[config.mk]
export PLATFORM = sky130hd
export DESIGN_NAME = x_play
export DESIGN_NICKNAME = d
export VERILOG_FILES = /design/src/rtl/x_play_pkg.sv /design/src/rtl/x_play_tick.sv /design/src/rtl/x_play.sv
export SDC_FILE = /design/constraint.sdc
export NUM_CORES = 1
export LEC_CHECK = 0
export CAP_MARGIN = 10
export CORE_UTILIZATION = 45
export CTS_BUF_LIST = sky130_fd_sc_hd__clkbuf_8
export CTS_CLUSTER_DIAMETER = 150
export CTS_CLUSTER_SIZE = 20
export DETAILED_ROUTE_END_ITERATION = 6
export PLACE_DENSITY_LB_ADDON = 0.2
export SLEW_MARGIN = 25
export SYNTH_ARGS = -nofsm -noshare
export SYNTH_HDL_FRONTEND = slang
export SYNTH_SLANG_ARGS = --single-unit
[constraint.sdc]
create_clock -name i_clk -period 3.1 [get_ports i_clk]
set_input_delay 0.31 -clock i_clk [delete_from_list [all_inputs] [get_ports i_clk]]
set_output_delay 0.31 -clock i_clk [all_outputs]
set_load 0.01 [all_outputs]
[src/rtl/x_play_pkg.sv]
// Shared types and default sizing for the IceDAC sample loader / playback sequencer.
// Memory depth drives the default address width so the two cannot disagree.
package x_play_pkg;

  localparam int MEM_DEPTH    = 2048;
  localparam int X_ADDR_W     = $clog2(MEM_DEPTH);
  localparam int X_DATA_W     = 6;
  localparam int X_READ_LAT   = 3;
  localparam int X_DIV_W      = 16;

  typedef enum logic [1:0] {
    ST_IDLE = 2'd0,
    ST_LOAD = 2'd1,
    ST_PLAY = 2'd2
  } state_t;

endpackage

[src/rtl/x_play_tick.sv]
// Playback rate divider: reloads with the latched period and pulses a tick
// every period+1 cycles while running.
module x_play_tick #(
  parameter int DIV_W = 16
) (
  input  logic             i_clk,
  input  logic             i_nrst,
  input  logic             i_start,
  input  logic             i_run,
  input  logic [DIV_W-1:0] i_div,
  output logic             o_tick
);

  logic [DIV_W-1:0] cnt;
  logic [DIV_W-1:0] period;

  // NOTE: sequential state uses non-blocking assignments so every register
  // samples pre-edge values regardless of process ordering.
  always_ff @(posedge i_clk or negedge i_nrst) begin
    if (!i_nrst) begin
      cnt    <= '0;
      period <= '0;
    end else if (i_start) begin
      cnt    <= i_div;
      period <= i_div;
    end else if (i_run) begin
      cnt <= (cnt == '0) ? period : cnt - 1'b1;
    end
  end

  assign o_tick = i_run && (cnt == '0);

endmodule

[src/rtl/x_play.sv]
// Sample loader and cyclic playback sequencer; sole master of the sample memory.
// Loads a waveform from a valid/ready stream, then replays it at a divided rate.
module x_play
  import x_play_pkg::*;
#(
  parameter int ADDR_W   = X_ADDR_W,
  parameter int DATA_W   = X_DATA_W,
  parameter int READ_LAT = X_READ_LAT,
  parameter int DIV_W    = X_DIV_W
) (
  input  logic              i_clk,
  input  logic              i_nrst,
  input  logic              i_load_valid,
  output logic              o_load_ready,
  input  logic [DATA_W-1:0] i_load_data,
  input  logic              i_load_last,
  input  logic              i_play,
  input  logic [DIV_W-1:0]  i_div,
  output logic [ADDR_W-1:0] o_mem_addr,
  output logic              o_mem_we,
  output logic [DATA_W-1:0] o_mem_wdata,
  input  logic [DATA_W-1:0] i_mem_rdata,
  output logic [DATA_W-1:0] o_sample,
  output logic              o_sample_valid,
  output logic [ADDR_W-1:0] o_len,
  output logic              o_playing
);

  state_t              state;
  state_t              next_state;
  logic                loaded;
  logic [READ_LAT-1:0] rd_pipe;
  logic                accept;
  logic                last_beat;
  logic                issue;
  logic                start_play;
  logic                tick;
  logic [ADDR_W-1:0]   wr_addr;
  logic [ADDR_W-1:0]   rd_addr;

  assign accept = i_load_valid && o_load_ready;

  // o_mem_addr doubles as the write pointer during LOAD and the read pointer in PLAY.
  assign wr_addr   = (state == ST_LOAD) ? o_mem_addr + 1'b1 : '0;
  assign last_beat = i_load_last || (&wr_addr);
  assign rd_addr   = (start_play || (o_mem_addr == o_len)) ? '0 : o_mem_addr + 1'b1;

  // NOTE: every combinational output gets a default first so no path
  // through the case statement can infer a latch.
  always_comb begin
    next_state = state;
    start_play = 1'b0;
    issue      = 1'b0;
    case (state)
      ST_IDLE: begin
        // A load beat wins over a play request; a single-beat waveform
        // with last set completes immediately.
        if (accept) begin
          next_state = last_beat ? ST_IDLE : ST_LOAD;
        end else if (i_play && loaded) begin
          next_state = ST_PLAY;
          start_play = 1'b1;
          issue      = 1'b1;
        end
      end
      ST_LOAD: begin
        if (accept && last_beat) next_state = ST_IDLE;
      end
      ST_PLAY: begin
        if (!i_play)   next_state = ST_IDLE;
        else if (tick) issue      = 1'b1;
      end
      default: next_state = ST_IDLE;
    endcase
  end

  always_ff @(posedge i_clk or negedge i_nrst) begin
    if (!i_nrst) begin
      state        <= ST_IDLE;
      loaded       <= 1'b0;
      o_load_ready <= 1'b0;
      o_playing    <= 1'b0;
      o_mem_addr   <= '0;
      o_mem_we     <= 1'b0;
      o_mem_wdata  <= '0;
      o_len        <= '0;
    end else begin
      state        <= next_state;
      o_load_ready <= (next_state != ST_PLAY);
      o_playing    <= (next_state == ST_PLAY);
      o_mem_we     <= accept;
      if (accept) begin
        o_mem_addr  <= wr_addr;
        o_mem_wdata <= i_load_data;
        loaded      <= last_beat;
        if (last_beat) o_len <= wr_addr;
      end else if (issue) begin
        o_mem_addr <= rd_addr;
      end
    end
  end

  // NOTE: the read pipe is a handful of flops, not a memory, so it is reset;
  // that is what drops in-flight reads on an asynchronous reset.
  always_ff @(posedge i_clk or negedge i_nrst) begin
    if (!i_nrst) begin
      rd_pipe        <= '0;
      o_sample       <= '0;
      o_sample_valid <= 1'b0;
    end else begin
      rd_pipe[0] <= issue;
      for (int i = 1; i < READ_LAT; i++) rd_pipe[i] <= rd_pipe[i-1];
      o_sample_valid <= rd_pipe[READ_LAT-1];
      if (rd_pipe[READ_LAT-1]) o_sample <= i_mem_rdata;
    end
  end

  x_play_tick #(
    .DIV_W(DIV_W)
  ) u_tick (
    .i_clk  (i_clk),
    .i_nrst (i_nrst),
    .i_start(start_play),
    .i_run  (state == ST_PLAY),
    .i_div  (i_div),
    .o_tick (tick)
  );

endmodule
==> out/metrics.sh <==
VIAS=3380
SYNTHESIS.YOSYS.WARNINGS=0
IOPINCOUNT=71
AVGSYNTHCELLAREA_SQ_UM=9.30
CTS_INSERTED_BUFFERS=9
DIE-HEIGHT_UM=96.0
CORE.ROWCOUNT=33
DETAIL_ROUTE.WIRELENGTH_UM=9460
SYNTH_COMPOUND_GATE_AREA_SHARE=0.145
DPL.HPWL_UM=6560
FINALWORSTSETUPSLACK_PS=239
TIMING_MAX_TRANSITION_VIOLATIONS_FINAL=0
OVERFLOW_AFTER_GRT=0
TOTAL_SWITCHING_POWER_W=0.00104
GRT_FIRST_PASS_WIRELENGTH_UM=16000
POWER.INTERNAL_W=0.00210
CTSHTREEMAXLEVEL=3
CORE_AREA_SQ_UM=8380
SYNTH_TOP_FAMILY_BY_AREA='simple AND/OR/NAND/NOR gates'
CP_SLOWEST_STAGE_DELAY_PS=630
GRT_SETUP_UNREPAIRED='no'
CAP_VIOL_MAX_COUNT=0
POST_DRT_VIA_CELL_RATIO=5.61
ROOT_BUFFER_CELL='clkbuf_8'
OUTCOME='completed'
N_FILL_CELL=770
POST_CTS_HOLD_BUFFER_COUNT=0
NET_COUNT_SYNTH=464
POST-SYNTH-TOP-AREA-CELL='dfrtp_1'
CLK_PIN_SLEW_WORST_PATHS_PS=80
PERIOD_SHARE=0.923
REGISTER_BIT_TOTAL_FROM_SYNTHESIS=76
LAYOUT-AREA-OVERHEAD-VS-SYNTH_PCT=25.0
LAYOUT.NETS=531
NUMBER_OF_NETS_WITH_ANTENNA_VIOLATIONS_AFTER_ROUTING=0
SYNTH_EDF_COUNT=0
REGISTER_AREA_SQ_UM=1900
DIE_X_UM=96.0
PRECTSSETUPSLACK_PS=263
DRT_PRE_ANTENNA_ITERS=4
CP_CELL_SEQUENCE='ha_1 -> nand3_2 -> nor2_1 -> o21ai_0 -> a32oi_1 -> o31a_1 -> mux2_2'
SYNTH_SEQUENTIAL_AREA_RATIO=0.478
TIMING.CRITICAL_PATH.ARRIVAL_PS=3080
POWER_PER_CELL_AREA_nW_PER_UM2=633
POST_SYNTHESIS_ADDER_CELL_AREA_FRACTION=0.00943
TIMING_WORST_SETUP_PATH_TYPE='flop to flop'
FINALSETUPVIOLATIONS=0
P_LEAK_nW=2.34
SLEW_HEADROOM=0.552
RR_WORST_DEPTH=7
PORT_BUFFERS=70
DRT-WIRELENGTH-PER-CELL_UM=15.7
PEAKVDDDROP_mV=0.379
LARGEST_NET_DEGREE_AT_THE_START_OF_GLOBAL_ROUTING=77
PATH_MAX_FANOUT=11
CLOCK_TREE_FROM_TRITONCTS='done'
FLOORPLAN.INITIALDENSITY=0.475
SYNTH.DISTINCT_CELLS=60
YOSYS.AREA_SHARE.SIMPLE=0.224
SYNTH_XOR_XNOR_AREA_SHARE=0.0550
SHARE_SEQ_OF_TOTAL_POWER=0.463
PERIOD_MINUS_SLACK_PS=2860
TOTAL_NEG_SETUP_SLACK_PS=0
SYNTH_CELLS=428
POWER.SHARE.COMBINATIONAL=0.300
SYNTH_AREA_LEADERS='dfrtp_1 48%, nand2_1 9.4%, xor2_1 4.4%, nor2_1 3.3%, mux2_2 2.3%'
ANTENNA_CELLS=0
DETAIL_ROUTE.DRC_VIOLATIONS=0
CLOCK_INSERTION_DELAY_WORST_SKEW_PS=340
CP-START-KIND='flop'
CTS_SINKS=76
P_SW_FRAC=0.331
SETUP.WORST_PATH.END_CLASS='flop'
FLOORPLAN.DIE_AREA_SQ_UM=9220
YS_ASYNC_SR_FRACTION=1.00
GLOBAL_ROUTE.USAGE.TOTAL=0.225
HOLD_PATH_CLASS='flop to flop'
GPL.FINAL_WEIGHTED_CONGESTION=0.924
DRIVE_ABOVE_1_SHARE=0.100
WORST_PIN_SLEW_PS=672
CLKPWRFRAC=0.237
FINAL-HOLD-VIOLATION-COUNT=0
SYNTH_TOP_FLOP_CELL='dfrtp_1'
SYNTH_MUX_AREA_FRAC=0.0478
CTS_BUFFER_DEPTH=2
MIN_PATH_CELLS=0
FINISH.UTILIZATION=0.593
FIRST_GLOBAL_VIAS=3303
MAX_FREQ_MHz=350
ANTENNA_FOUND_INITIAL=0
TOTAL_AREA_OF_MULTI_INPUT_COMBINATIONAL_CELLS_SQ_UM=1920
REQUIRED_TIME_REPORTED_FOR_THE_CRITICAL_PATH_ENDPOINT_PS=3320
DRTITER0DRC=215
POST-CTS-SETUP-BUFFERS=0
SYNTH_AREA_SQ_UM=3980
POST_CTS_RESIZED=0
CRIT_PATH_TOP_DELAY_CELL='o31a_1'
FINAL.SETUP_SKEW_PS=10.5
SYNTHDOMINANTCELLAREASHARE=0.478
[power by group through the flow]
stage                     clock, W  sequential [W]  combinational, W
after CTS                 0.000760         0.00146          0.000942
after detailed placement         0         0.00147          0.000938
final                     0.000746         0.00146          0.000942
after global routing      0.000802         0.00150           0.00106
after global placement           0         0.00146          0.000915
after floorplan                  0         0.00144          0.000600
[metrics by stage]
stage               instance area [sq um]  std cells  total power, W  hold WS [ps]
floorplan                            3980        428         0.00204          14.4
global placement                     4750        587         0.00238           334
detailed placement                   4750        587         0.00241           335
CTS                                  4940        601         0.00316           151
global route                         4970        603         0.00336           364
finish                               4970        603         0.00315           350
[sequential cells by signal (all words and copies together) (netlist names)]
register        flops
loaded              1
o_len              11
o_load_ready        1
o_mem_addr         11
o_mem_wdata         6
o_mem_we            1
o_playing           1
o_sample            6
o_sample_valid      1
rd_pipe             3
state               2
u_tick.cnt         16
u_tick.period      16
[cells by family (layout without fill, tap and decap cells)]
kind of cell / Yosys count / after routing
AND/OR/NAND/NOR: 194 / 194
AO/OA/AOI/OAI: 80 / 80
flip-flops: 76 / 76
buffers and inverters: 34 / 104
XOR/XNOR: 25 / 25
multiplexers: 16 / 16
adder cells (fa/ha/maj): 3 / 3
[final timing paths]
kind,slack [ps],startpoint,end
setup / recovery,240,o_mem_addr[0]$_DFFE_PN0P_,o_len[0]$_DFFE_PN0P_
hold / removal,350,rd_pipe[0]$_DFF_PN0_,rd_pipe[1]$_DFF_PN0_
setup reg to reg,240,o_mem_addr[0]$_DFFE_PN0P_,o_len[0]$_DFFE_PN0P_
hold reg to reg,350,rd_pipe[0]$_DFF_PN0_,rd_pipe[1]$_DFF_PN0_
max in group asynchronous,2050,i_nrst,o_mem_addr[0]$_DFFE_PN0P_
min in group asynchronous,470,i_nrst,o_sample[5]$_DFFE_PN0P_
[cell type report]
cell class,count,area share
tap,105,0.0264
clock buffer,11,0.0304
multi-input combinational,318,0.386
inverter,9,0.00679
sequential,76,0.382
timing repair buffer,81,0.160
clock inverter,3,0.00780
[routing by layer]
metal / GRT usage / share of wire / up-vias
met2: 0.348 / 0.45 / 114
met4: 0.0808 / 0.015 / 0
met5: 0 / 0 / -
met3: 0.0419 / 0.056 / 14
met1: 0.316 / 0.48 / 1628
li1: - / - / 1624
[cells in the final DEF, fill, tap and decap left out, types with 6 or more instances in the layout]
cell	instances
a21oi_1	6
a22o_1	7
a31oi_1	7
buf_4	10
clkbuf_8	11
clkdlybuf4s50_1	69
dfrtp_1	76
inv_1	10
mux2_2	8
nand2_1	100
nand3_1	10
nor2_1	35
nor3_1	12
o211ai_1	7
o21ai_0	17
xor2_1	20
[cells in the mapped netlist (all sizes together) (2+ instances only)]
cell type / n
a211oi: 3
dfrtp: 76
o21ai: 18
and2: 2
a221o: 4
and3: 4
xor2: 20
or4b: 2
o211ai: 7
or2: 3
o31a: 2
a22o: 7
ha: 3
clkbuf: 13
buf: 12
nor2: 35
o311ai: 2
nand3: 11
a31oi: 7
nand2: 100
mux2: 12
inv: 9
a21oi: 6
mux2i: 4
nand2b: 5
o2bb2ai: 4
nor4: 6
a22oi: 3
a211o: 3
o31ai: 3
nand4: 2
a21o: 5
xnor2: 5
nor3: 14
or4: 3
nor2b: 2
[critical path, delay by kind of cell, from the launching register on]
| family | cells | cell delay, ps |
|---|---|---|
| AO/OA/AOI/OAI | 3 | 1050 |
| multiplexers | 1 | 400 |
| AND/OR/NAND/NOR | 2 | 450 |
| flip-flops | 1 | 530 |
| adder cells (fa/ha/maj) | 1 | 320 |
No activity file was read; power rests on OpenSTA's default activity.
